==> src/rtl/comp_seq_if.sv <==
// Sample/result bundle for the comparator: the source drives the operands and
// their valid qualifier, the comparator returns its decision and counters.
interface comp_seq_if #(
    parameter int WIDTH = 8,
    parameter int CNT_W = 8
);
    logic             in_valid;
    logic [WIDTH-1:0] a;
    logic [WIDTH-1:0] b;
    logic [3:0]       r;
    logic             stable;
    logic [2:0]       lock_res;
    logic             change;
    logic [CNT_W-1:0] gt_cnt;
    logic [CNT_W-1:0] eq_cnt;
    logic [CNT_W-1:0] lt_cnt;

    modport master (
        output in_valid, a, b,
        input  r, stable, lock_res, change, gt_cnt, eq_cnt, lt_cnt
    );

    modport slave (
        input  in_valid, a, b,
        output r, stable, lock_res, change, gt_cnt, eq_cnt, lt_cnt
    );
endinterface

==> src/rtl/comp_seq.sv <==
// Registered magnitude comparator with a persistence filter that only reports
// a locked GT/EQ/LT decision after PERSIST identical consecutive samples, plus
// saturating per-outcome event counters.
module comp_seq #(
    parameter int WIDTH   = 8,
    parameter int SIGNED  = 0,
    parameter int PERSIST = 3,
    parameter int CNT_W   = 8
) (
    input  logic       clk_i,
    input  logic       rst_ni,
    input  logic       clr_i,
    comp_seq_if.slave  bus
);

    localparam int SW = (PERSIST < 2) ? 1 : $clog2(PERSIST + 1);
    localparam logic [SW-1:0]    PMAX    = SW'(PERSIST);
    localparam logic [CNT_W-1:0] CNT_MAX = {CNT_W{1'b1}};

    typedef enum logic [1:0] {IDLE, TRACK, LOCKED} state_t;

    state_t           state_q;
    logic [3:0]       r_q;
    logic [SW-1:0]    streak_q;
    logic [SW-1:0]    streak_d;
    logic [2:0]       last_res_q;
    logic             stable_q;
    logic [2:0]       lock_res_q;
    logic             change_q;
    logic [CNT_W-1:0] gt_cnt_q;
    logic [CNT_W-1:0] eq_cnt_q;
    logic [CNT_W-1:0] lt_cnt_q;

    logic [WIDTH-1:0] opA;
    logic [WIDTH-1:0] opB;
    logic             isGt;
    logic             isEq;
    logic             isLt;
    logic [2:0]       resCur;
    logic             lockNow;

    assign opA    = bus.a;
    assign opB    = bus.b;
    assign isEq   = (opA == opB);
    assign isGt   = (SIGNED != 0) ? ($signed(opA) > $signed(opB)) : (opA > opB);
    assign isLt   = !isGt && !isEq;
    assign resCur = {isGt, isEq, isLt};

    // Streak for the incoming sample: extends while the result repeats, capped
    // at PERSIST; any new result (or the first sample out of IDLE) restarts at 1
    always_comb begin
        streak_d = SW'(1);
        if (state_q != IDLE && resCur == last_res_q) begin
            streak_d = (streak_q >= PMAX) ? PMAX : streak_q + SW'(1);
        end
        lockNow = (streak_d >= PMAX);
    end

    // Filter FSM, result register and counters; all advance only on accepted samples
    always_ff @(posedge clk_i) begin
        if (!rst_ni) begin
            state_q    <= IDLE;
            r_q        <= '0;
            streak_q   <= '0;
            last_res_q <= '0;
            stable_q   <= 1'b0;
            lock_res_q <= '0;
            change_q   <= 1'b0;
            gt_cnt_q   <= '0;
            eq_cnt_q   <= '0;
            lt_cnt_q   <= '0;
        end else if (clr_i) begin
            state_q    <= IDLE;
            r_q[3]     <= 1'b0;
            streak_q   <= '0;
            last_res_q <= '0;
            stable_q   <= 1'b0;
            lock_res_q <= '0;
            change_q   <= 1'b0;
            gt_cnt_q   <= '0;
            eq_cnt_q   <= '0;
            lt_cnt_q   <= '0;
        end else begin
            change_q <= 1'b0;
            r_q[3]   <= bus.in_valid;
            if (bus.in_valid) begin
                r_q[2:0]   <= resCur;
                last_res_q <= resCur;
                streak_q   <= streak_d;
                if (isGt && gt_cnt_q != CNT_MAX) gt_cnt_q <= gt_cnt_q + CNT_W'(1);
                if (isEq && eq_cnt_q != CNT_MAX) eq_cnt_q <= eq_cnt_q + CNT_W'(1);
                if (isLt && lt_cnt_q != CNT_MAX) lt_cnt_q <= lt_cnt_q + CNT_W'(1);
                if (lockNow) begin
                    state_q    <= LOCKED;
                    stable_q   <= 1'b1;
                    lock_res_q <= resCur;
                    change_q   <= (resCur != lock_res_q);
                end else begin
                    state_q <= TRACK;
                end
            end
        end
    end

    assign bus.r        = r_q;
    assign bus.stable   = stable_q;
    assign bus.lock_res = lock_res_q;
    assign bus.change   = change_q;
    assign bus.gt_cnt   = gt_cnt_q;
    assign bus.eq_cnt   = eq_cnt_q;
    assign bus.lt_cnt   = lt_cnt_q;

endmodule
==> src/flat_wrapper.sv <==
// flat-port wrapper written by rule: the top's interface ports become plain ports
module comp_seq_flat 
#(
    parameter int WIDTH   = 8,
    parameter int SIGNED  = 0,
    parameter int PERSIST = 3,
    parameter int CNT_W   = 8
)
  (clk_i, rst_ni, clr_i, bus_in_valid, bus_a, bus_b, bus_r, bus_stable, bus_lock_res, bus_change, bus_gt_cnt, bus_eq_cnt, bus_lt_cnt);
  comp_seq_if #(.WIDTH(WIDTH), .CNT_W(CNT_W)) bus_i ();
  input  logic clk_i;
  input  logic rst_ni;
  input  logic clr_i;
  input wire logic [$bits(bus_i.in_valid)-1:0] bus_in_valid;
  input wire logic [$bits(bus_i.a)-1:0] bus_a;
  input wire logic [$bits(bus_i.b)-1:0] bus_b;
  output wire logic [$bits(bus_i.r)-1:0] bus_r;
  output wire logic [$bits(bus_i.stable)-1:0] bus_stable;
  output wire logic [$bits(bus_i.lock_res)-1:0] bus_lock_res;
  output wire logic [$bits(bus_i.change)-1:0] bus_change;
  output wire logic [$bits(bus_i.gt_cnt)-1:0] bus_gt_cnt;
  output wire logic [$bits(bus_i.eq_cnt)-1:0] bus_eq_cnt;
  output wire logic [$bits(bus_i.lt_cnt)-1:0] bus_lt_cnt;
  assign bus_i.in_valid = bus_in_valid;
  assign bus_i.a = bus_a;
  assign bus_i.b = bus_b;
  assign bus_r = bus_i.r;
  assign bus_stable = bus_i.stable;
  assign bus_lock_res = bus_i.lock_res;
  assign bus_change = bus_i.change;
  assign bus_gt_cnt = bus_i.gt_cnt;
  assign bus_eq_cnt = bus_i.eq_cnt;
  assign bus_lt_cnt = bus_i.lt_cnt;
  comp_seq #(.WIDTH(WIDTH), .SIGNED(SIGNED), .PERSIST(PERSIST), .CNT_W(CNT_W)) u_core (.clk_i(clk_i), .rst_ni(rst_ni), .clr_i(clr_i), .bus(bus_i));
endmodule
==> config.mk <==
export PLATFORM = sky130hd
export DESIGN_NAME = comp_seq_flat
export DESIGN_NICKNAME = d
export VERILOG_FILES = /design/src/rtl/comp_seq_if.sv /design/src/rtl/comp_seq.sv /design/src/flat_wrapper.sv
export SDC_FILE = /design/constraint.sdc
export NUM_CORES = 1
export LEC_CHECK = 0
export BUFFER_PORTS_ARGS = -buffer_cell sky130_fd_sc_hd__buf_4
export CAP_MARGIN = 20
export CORE_MARGIN = 10
export CORE_UTILIZATION = 35
export CTS_CLUSTER_DIAMETER = 60
export DETAILED_ROUTE_END_ITERATION = 10
export PLACE_DENSITY = 0.7
export SYNTH_ARGS = -nofsm -noshare
export SYNTH_HDL_FRONTEND = slang
export SYNTH_SLANG_ARGS = --single-unit
==> constraint.sdc <==
create_clock -name clk_i -period 2.7 [get_ports clk_i]
set_input_delay 0.675 -clock clk_i [delete_from_list [all_inputs] [get_ports clk_i]]
set_output_delay 0.675 -clock clk_i [all_outputs]
set_load 0.05 [all_outputs]
==> results.cfg <==
[outcome]
status = finished clean

[power_and_ir_drop]
power_uw = 1180
p_leak_uw = 0.00112
ir_drop_uv = 265
power.density_mw_per_mm2 = 433

[final_layout]
multi_input_area_mm2 = 0.00119
syn_to_final_growth_pct = 32.0
final_layout_size_suffix_gt1_share_pct = 26.5
fin_nets = 332
diodes = 0
seqCellArea_um2 = 801
final_cell_count_no_fill = 374
design_area_mm2 = 0.00272
nFillCells = 571

[place]
place_area_mm2 = 0.00263
io_buffer_count = 52
gp_congestion = 0.789
place_hpwl_um = 3970
dp.cells = 366

[yosys]
synth.distinct_cells = 40
synth_top_area_share_pct = 38.9
yosysWarnings = 0
ys_ff_latch = 40
async_flop_share_pct = 0
synth_area_leaders = dfxtp_1, ha_1, nor2_1, xnor2_1, xor2_1
synth_edf_count = 0
synth_fp_nets = 264
yosysTopAreaCell = dfxtp_1
syn_avg_cell_area_um2 = 8.83
synth_flop_cell = dfxtp_1
synth_area_mm2 = 0.00206
synthCells = 233
ys_seq_area_share_pct = 38.9

[clock_network]
cts.clk_slew.worst_paths_ns = 0.08
h-tree-depth = 2
clk_latency_ns = 0.29
cts_buffer_depth = 2
cts_tree = built
cts_made_buffers = 5
post_cts_buffers = 0
holdBufCountCts = 0
clock_sinks = 40
cts-root-buf = clkbuf_8
postCtsResizedCells = 0

[detailed_routing]
via_count = 1894
drc = 0
drtAntennaViolNets = 0
drtIter0Drc = 125
vias_per_cell = 5.06
postRouteWirelength_um = 5120
dr.pass1.iters = 4
wl_per_cell_um = 13.7

[timing]
skew_ns = 0.00372
hold_viol = 0
tns_ns = 0
worst_pin_slew_ns = 0.493
finalCritPeriodShare_pct = 92.8
whs_ns = 0.476
post-route-min-period_ns = 2.50
max_freq_mhz = 399
relSlewSlack_pct = 66.9
rsz0062_at_grt = false
setup_violations = 0
final_max_slew_viol_count = 0

[critical_path]
required_ns = 2.88
cp_max_fo = 3
path_cells = buf_4 -> inv_1 -> ha_1 -> and4_4 -> or3_1 -> a211o_1 -> o221a_4 -> or3_4 -> o31a_1
critical_path_class = input port to register
start_kind = input port
critical_path_depth = 9
reg2reg_depth = 6
cp-startpoint = bus_b[1]
slowest_stage = or3_4
r2r_slack_ns = 0.70
r2r-end = u_core.streak_q[0]
crit_buf_inv = 2
slowest_delay_ns = 0.39
arrival_ns = 2.69
crit_family = simple AND/OR/NAND/NOR gates
r2r-start = u_core.last_res_q[2]
setup.worst_path.end = u_core.streak_q[0]
critPathCaptureType = register

[global_routing]
grt_overflow = 0
track_usage_pct = 10.9
grtUsageMet3_pct = 3.62
grt_pass1_vias = 1937
grt_use_met2_pct = 18.4
antenna_found_initial = 0
grt_max_degree = 32
grt_pass1_wl_um = 8870
gr-usage-met1_pct = 12.6
grt-busiest-layer = met2

[min_path]
hold_class = register to register

[floorplanning]
initial_core_util_pct = 36.7
die_area_mm2 = 0.00935
die_h_um = 96.7
num_rows = 27
coreArea_mm2 = 0.00561
die_w_um = 96.7
ioPinCount = 53

[flow_run]
cap_violations = 0
routing by layer:
metal	part of all wire, %	wire length, um	up-vias
li1	-	-	969
met1	45	2310	881
met2	49	2490	39
met3	5.7	290	5
met4	0.78	40	0
met5	0	0	-
area by class of cell:
cell class                 instances  area share, %
timing repair buffer              67           18.5
sequential                        40           29.5
multi-input combinational        176           43.9
inverter                          11           1.52
tap                               72           3.31
clock buffer                       8           3.31
where the power goes:
part / internal, uW / switching, uW
combinational: 73.0 / 91.7
clock: 208 / 200
sequential: 597 / 6.73
state kept, by name, indices dropped and copies added, names as in the netlist:
signal               flops
u_core.bus.change        1
u_core.bus.eq_cnt        8
u_core.bus.gt_cnt        8
u_core.bus.lock_res      3
u_core.bus.lt_cnt        8
u_core.bus.r             4
u_core.bus.stable        1
u_core.last_res_q        3
u_core.state_q           2
u_core.streak_q          2
how the worst min path moves through the flow:
stage	start	depth (start not counted)	to
after floorplan	u_core.streak_q[1]	1	u_core.streak_q[0]
after global placement	u_core.bus.stable	1	u_core.bus.stable
after detailed placement	u_core.bus.stable	1	u_core.bus.stable
after CTS	u_core.bus.stable	1	u_core.bus.stable
after global routing	u_core.bus.stable	1	u_core.bus.stable
final	u_core.bus.stable	1	u_core.bus.stable
through the flow:
step | util (%) | setup WS [ns]
2_1_floorplan | - | 0.0290
3_3_place_gp | 46.9 | -0.0594
3_5_place_dp | 46.9 | -0.122
4_1_cts | 48.5 | 0.192
5_1_grt | 48.5 | 0.0893
6_report | 48.5 | 0.195
worst reg2reg max path, cell delays in order, from the launching register on:
cell	delay [ns]
dfxtp_1	0.38
inv_1	0.07
or3_1	0.34
a211o_1	0.30
o221a_4	0.13
or3_4	0.39
o31a_1	0.28
cells by family (layout without fill, tap and decap cells):
logic type,count (synthesis),count (layout),share of synthesized area [%]
and+or+nand+nor,97,97,24.3
AOI/OAI and AO/OA,42,42,15.4
DFF,40,40,38.9
xor gates and xnor gates,19,19,8.09
buffers and inverters,17,86,3.16
adders and majority gates,11,11,6.69
muxes,7,7,3.40
Yosys cell counts, types with 3 or more instances:
master    instances
dfxtp_1          40
ha_1             11
nor4_1            6
o21ai_0           6
xnor2_1          10
nor2_1           35
or3_1             3
clkbuf_1          5
xor2_1            9
a21oi_1          12
nand4_1           8
and3_1            5
mux2i_1           7
inv_1            11
nor2b_1           6
o21a_1            7
nand3_1          10
o211ai_1          4
nor3_1            5
nand2_1           9
cells in the final DEF, fill, tap and decap left out, types with 2 or more instances in the layout:
master     synthesis  layout
nand2b_1           2       2
dfxtp_1           40      40
clkbuf_1           5       2
ha_1              11      11
nor2b_1            6       6
xor2_1             9       9
nor3_1             5       5
inv_1             11      11
nand3_1           10      10
and4_1             2       2
buf_4              0      67
o21ai_0            6       6
nor4_1             6       6
a21oi_1           12      12
or3_1              3       3
o2111ai_1          2       2
mux2i_1            7       7
nand4_1            8       8
nand2_1            9       9
o211ai_1           4       4
nor2_1            35      35
clkbuf_8           0       6
and3_1             5       5
xnor2_1           10      10
and2_1             2       2
o21a_1             7       7
(Power assumes the default switching activity.)
